[src/rtl/a2d_spi_resp.sv]
// SPI responder modelling an 8-channel, 12-bit A2D converter on the A2D SPI bus.
// Optional feature: define A2D_RAMP_EN to auto-increment a channel after each successful read.
module a2d_spi_resp #(
  parameter logic [11:0] CH_RST_VAL = 12'h000,
  parameter logic [11:0] RAMP_STEP  = 12'h001
) (
  input  logic        clk,
  input  logic        rst,
  input  logic        SS_n,
  input  logic        SCLK,
  input  logic        MOSI,
  output logic        MISO,
  input  logic        ld_en,
  input  logic [2:0]  ld_chnl,
  input  logic [11:0] ld_val,
  output logic        cmd_rdy,
  output logic [2:0]  cmd_chnl,
  output logic        frm_err,
  output logic        busy
);

  typedef enum logic [1:0] {IDLE, SHIFT, DONE} state_t;

  state_t      state_q, state_d;
  logic        ss_ff1_q, ss_ff2_q, ss_ff3_q;
  logic        sclk_ff1_q, sclk_ff2_q, sclk_ff3_q;
  logic        mosi_ff1_q, mosi_ff2_q;
  logic [1:0]  settle_q;
  logic [4:0]  bit_cnt_q;
  logic [15:0] tx_shft_q;
  logic [15:0] rx_shft_q;
  logic [2:0]  cmd_chnl_q;
  logic [11:0] ch_reg_q [8];

  logic ss_fall, ss_rise, sclk_rise, sclk_fall;
  logic load_tx, rx_en, tx_en;
  logic unused_rx;

  always_ff @(posedge clk) begin
    if (rst) begin
      {ss_ff3_q, ss_ff2_q, ss_ff1_q}       <= 3'b111;
      {sclk_ff3_q, sclk_ff2_q, sclk_ff1_q} <= 3'b111;
      {mosi_ff2_q, mosi_ff1_q}             <= 2'b00;
      settle_q                             <= 2'd0;
    end else begin
      {ss_ff3_q, ss_ff2_q, ss_ff1_q}       <= {ss_ff2_q, ss_ff1_q, SS_n};
      {sclk_ff3_q, sclk_ff2_q, sclk_ff1_q} <= {sclk_ff2_q, sclk_ff1_q, SCLK};
      {mosi_ff2_q, mosi_ff1_q}             <= {mosi_ff1_q, MOSI};
      if (settle_q != 2'd3) settle_q <= settle_q + 2'd1;
    end
  end

  // The synchronisers restart at 1 after reset, so a slave select that is
  // already low would look like a fresh fall; wait until the whole chain
  // holds real input before trusting a falling edge.
  assign ss_fall   = ss_ff3_q & ~ss_ff2_q & (settle_q == 2'd3);
  assign ss_rise   = ~ss_ff3_q & ss_ff2_q;
  assign sclk_rise = ~sclk_ff3_q & sclk_ff2_q;
  assign sclk_fall = sclk_ff3_q & ~sclk_ff2_q;

  always_comb begin
    state_d = state_q;
    load_tx = 1'b0;
    rx_en   = 1'b0;
    tx_en   = 1'b0;
    cmd_rdy = 1'b0;
    frm_err = 1'b0;
    case (state_q)
      IDLE: begin
        if (ss_fall) begin
          state_d = SHIFT;
          load_tx = 1'b1;
        end
      end
      SHIFT: begin
        // A slave-select rise drops any SCLK edge seen in the same clock.
        if (ss_rise) begin
          state_d = DONE;
        end else begin
          rx_en = sclk_rise;
          tx_en = sclk_fall && (bit_cnt_q != 5'd0);
        end
      end
      DONE: begin
        state_d = IDLE;
        if (bit_cnt_q == 5'd16) cmd_rdy = 1'b1;
        else                    frm_err = 1'b1;
      end
      default: state_d = IDLE;
    endcase
  end

  always_ff @(posedge clk) begin
    if (rst) begin
      state_q    <= IDLE;
      bit_cnt_q  <= 5'd0;
      tx_shft_q  <= 16'h0000;
      rx_shft_q  <= 16'h0000;
      cmd_chnl_q <= 3'd0;
    end else begin
      state_q <= state_d;
      if (load_tx) begin
        tx_shft_q <= {4'h0, ch_reg_q[cmd_chnl_q]};
        bit_cnt_q <= 5'd0;
      end
      if (rx_en) begin
        rx_shft_q <= {rx_shft_q[14:0], mosi_ff2_q};
        if (bit_cnt_q != 5'd31) bit_cnt_q <= bit_cnt_q + 5'd1;
      end
      if (tx_en) tx_shft_q <= {tx_shft_q[14:0], 1'b0};
      if (cmd_rdy) cmd_chnl_q <= rx_shft_q[13:11];
    end
  end

  // cmd_chnl_q still names the channel just transmitted while in DONE.
  always_ff @(posedge clk) begin
    if (rst) begin
      for (int i = 0; i < 8; i++) ch_reg_q[i] <= CH_RST_VAL;
    end else begin
      for (int i = 0; i < 8; i++) begin
        if (ld_en && (ld_chnl == 3'(i))) begin
          ch_reg_q[i] <= ld_val;
        end
`ifdef A2D_RAMP_EN
        else if (cmd_rdy && (cmd_chnl_q == 3'(i))) begin
          ch_reg_q[i] <= ch_reg_q[i] + RAMP_STEP;
        end
`endif
      end
    end
  end

`ifndef A2D_RAMP_EN
  logic unused_ramp;
  assign unused_ramp = ^RAMP_STEP;
`endif

  assign unused_rx = rx_shft_q[15];
  assign MISO      = ~ss_ff2_q & tx_shft_q[15];
  assign cmd_chnl  = cmd_chnl_q;
  assign busy      = (state_q == SHIFT);

endmodule

[config.mk]
export PLATFORM = sky130hd
export DESIGN_NAME = a2d_spi_resp
export DESIGN_NICKNAME = d
export VERILOG_FILES = /design/src/rtl/a2d_spi_resp.sv
export SDC_FILE = /design/constraint.sdc
export NUM_CORES = 1
export LEC_CHECK = 0
export CORE_UTILIZATION = 55
export DETAILED_ROUTE_END_ITERATION = 8
export GPL_ROUTABILITY_DRIVEN = 0
export PLACE_DENSITY = 0.8
export SLEW_MARGIN = 15
export SYNTH_ARGS = -nofsm -noshare
export SYNTH_HDL_FRONTEND = slang
export SYNTH_SLANG_ARGS = --single-unit
[constraint.sdc]
create_clock -name clk -period 2.6 [get_ports clk]
set_input_delay 0.52 -clock clk [delete_from_list [all_inputs] [get_ports clk]]
set_output_delay 0.52 -clock clk [all_outputs]
set_load 0.1 [all_outputs]
==> results.sh <==
export IMPL_grt_max_degree=46
export IMPL_final_cell_area_sq_um=7280
export IMPL_synthFlopType="edfxtp_1"
export IMPL_setup_viol=0
export IMPL_synth_seq_cells=149
export IMPL_timing_fmax_mhz=428
export IMPL_cts_buffers=17
export IMPL_syn_area_sq_um=6310
export IMPL_critical_path_class="flip-flop to primary output"
export IMPL_die_h_microns=109
export IMPL_drt_pass1_iterations=5
export IMPL_worstMarginPinSlew_ns=0.769
export IMPL_overflow=0
export IMPL_grt_pass1_vias=3869
export IMPL_clock_latency_ns=0.43
export IMPL_place_area_sq_um=6680
export IMPL_io_pins=28
export IMPL_status="finished, final reports clean"
export IMPL_num_nets_final=582
export IMPL_hpwl_microns=7930
export IMPL_wl_microns=11800
export IMPL_tns_ns=0
export IMPL_synth_top_area_cell="edfxtp_1"
export IMPL_synth_common_cells="edfxtp_1, nor2_1, mux2i_1"
export IMPL_num_antenna_cells=0
export IMPL_synthTopCellsByArea="edfxtp_1, dfxtp_1, mux2i_1"
export IMPL_required_ns=2.08
export IMPL_cts_root_buf="clkbuf_16"
export IMPL_synth_distinct_cells=41
export IMPL_path_cells="inv_1, ha_1, nor4bb_2, nand3b_1, inv_1, buf_12"
export IMPL_port_buffers=27
export IMPL_cts_tree="yes"
export IMPL_worst_path_max_fanout=3
export IMPL_synthToLayoutAreaGrowth_pct=15.3
export IMPL_max_cap_viol_count=0
export IMPL_drive_above_1_share=0.144
export IMPL_max_stage_delay_ns=0.37
export IMPL_post_drt_wl_per_cell_microns=16.6
export IMPL_start_kind="flip-flop"
export IMPL_dieArea_sq_um=11900
export IMPL_cts_num_sinks=149
export IMPL_worstPathArrival_ns=1.82
export IMPL_cp_end_kind="primary output"
export IMPL_power_density_nw_per_um2=731
export IMPL_postCtsHoldBufs=0
export IMPL_hold_path_class="flip-flop to flip-flop"
export IMPL_synth_top_area_frac=0.457
export IMPL_clockBufferDepth=2
export IMPL_synth_yosys_seq_area_share=0.625
export IMPL_via_per_inst=5.58
export IMPL_rsz0062_at_grt="false"
export IMPL_syn_area_per_cell_sq_um=11.9
export IMPL_async_reset_ff_frac=0
export IMPL_grt_first_pass_wirelength_microns=19100
export IMPL_rows=38
export IMPL_yosysWarnings=0
export IMPL_synth_cells=531
export IMPL_die_w_microns=109
export IMPL_leakagePower_nw=2.63
export IMPL_critical_path_slowest_cell="nor4bb_2"
export IMPL_synth_most_common_cell="edfxtp_1"
export IMPL_worst_ir_drop_vdd_uv=779
export IMPL_drtIter0Drc=204
export IMPL_slew_headroom=0.486
export IMPL_maxSlewViolCount=0
export IMPL_vias=3963
export IMPL_start_util=0.572
export IMPL_grt_util_all_layers=0.221
export IMPL_fin_crit_sh=0.898
export IMPL_antenna_found_initial=0
export IMPL_syn_nets=556
export IMPL_ant_nets=0
export IMPL_path_common_cell="inv_1"
export IMPL_period_needed_ns=2.34
export IMPL_fin_skew_ns=0.00916
export IMPL_cts_htree_levels=4
export IMPL_report_final_hold_viol_count=0
export IMPL_drcViolationCount=0
export IMPL_clk_pin_slew_ns=0.06
export IMPL_core_area_sq_um=11000
export IMPL_synth_edf_count=96
==> cells in the final DEF (no fill, tap or decap), types with 2 or more instances in the layout <==
cell type and instances:
a21oi_1 10, a22oi_1 22, a31oi_1 11, a41o_1 2
and2_1 2, buf_12 2, buf_4 16, bufinv_16 2
clkbuf_16 17, clkdlybuf4s50_1 19, clkinv_2 3, clkinv_4 5
dfxtp_1 52, edfxtp_1 96, ha_1 4, inv_1 31
inv_6 3, mux2i_1 63, mux4_2 2, nand2_1 6
nand2b_1 21, nand3_1 31, nand3b_1 3, nor2_1 95
nor2b_1 7, or2_1 2, or2_2 19, or3_1 2
==> what timing repair did <==
action / CTS / global route
pin swaps: 1 / 1
endpoints found under the setup margin: 1 / 1
gates cloned: 0 / 0
gates resized for setup: 1 / 0
setup buffers: 0 / 1
==> per-stage QoR <==
step	utilization	setup slack [ns]	hold WS [ns]	total power, mW	std cells
after floorplan	-	0.139	0.389	2.87	531
final	0.660	0.264	0.416	5.32	710
after detailed placement	0.606	0.254	0.402	2.97	677
after global routing	0.660	0.142	0.443	5.48	710
after global placement	0.606	0.343	0.406	2.96	677
after CTS	0.659	0.0491	0.419	5.35	709
==> logic make-up (layout without fill, tap and decap cells) <==
kind of cell	count (synthesis)	count (layout)	share of synthesized area
muxes	66	66	0.109
and+or+nand+nor	199	199	0.159
AOI/OAI and AO/OA	49	49	0.0535
adders and majority gates	4	4	0.00793
xor gates and xnor gates	1	1	0.00139
buffers and inverters	63	102	0.0446
DFF	149	149	0.625
==> cell type report <==
cell class / instances / area, sq um
Tap cell: 140 / 175
Fill cell: 812 / 3750
Multi-Input combinational cell: 319 / 2100
Sequential cell: 149 / 3950
Inverter: 32 / 120
Clock buffer: 18 / 429
Clock inverter: 14 / 153
Timing Repair Buffer: 38 / 355
==> worst paths after layout <==
path	start	endpoint	slack, ns	cells after the start
worst min register to register	sclk_ff1_q	sclk_ff2_q	0.42	1
worst max-delay path	bit_cnt_q[0]	cmd_rdy	0.26	6
worst max register to register	bit_cnt_q[0]	bit_cnt_q[2]	0.47	6
worst min-delay path	sclk_ff1_q	sclk_ff2_q	0.42	1
==> power breakdown <==
part	internal, mW	total, mW	switching [mW]
clock	1.42	2.40	0.980
sequential	2.65	2.69	0.0392
combinational	0.0882	0.235	0.147
==> worst max-delay path, delay by kind of cell (launching register included) <==
kind	cells	cell delay, ns
and+or+nand+nor	2	0.53
buffers and inverters	3	0.39
DFF	1	0.33
adders and majority gates	1	0.15
==> state kept, by name, indices dropped and copies added (netlist names), named ones only <==
| register | cells |
|---|---|
| sclk_ff2_q | 1 |
| sclk_ff3_q | 1 |
| mosi_ff1_q | 1 |
| cmd_chnl | 3 |
| ss_ff2_q | 1 |
| ss_ff3_q | 1 |
| bit_cnt_q | 5 |
| tx_shft_q | 16 |
| sclk_ff1_q | 1 |
| ch_reg_q | 96 |
| state_q | 2 |
| mosi_ff2_q | 1 |
| rx_shft_q | 14 |
| settle_q | 2 |
| ss_ff1_q | 1 |
==> per-layer routing <==
metal | routed length (microns) | GRT usage | part of all wire
met1 | 5160 | 0.271 | 0.44
met5 | 0 | 0 | 0
met2 | 5930 | 0.373 | 0.50
met3 | 575 | 0.0669 | 0.049
met4 | 150 | 0.0705 | 0.013
No activity file was read; power rests on OpenSTA's default activity.
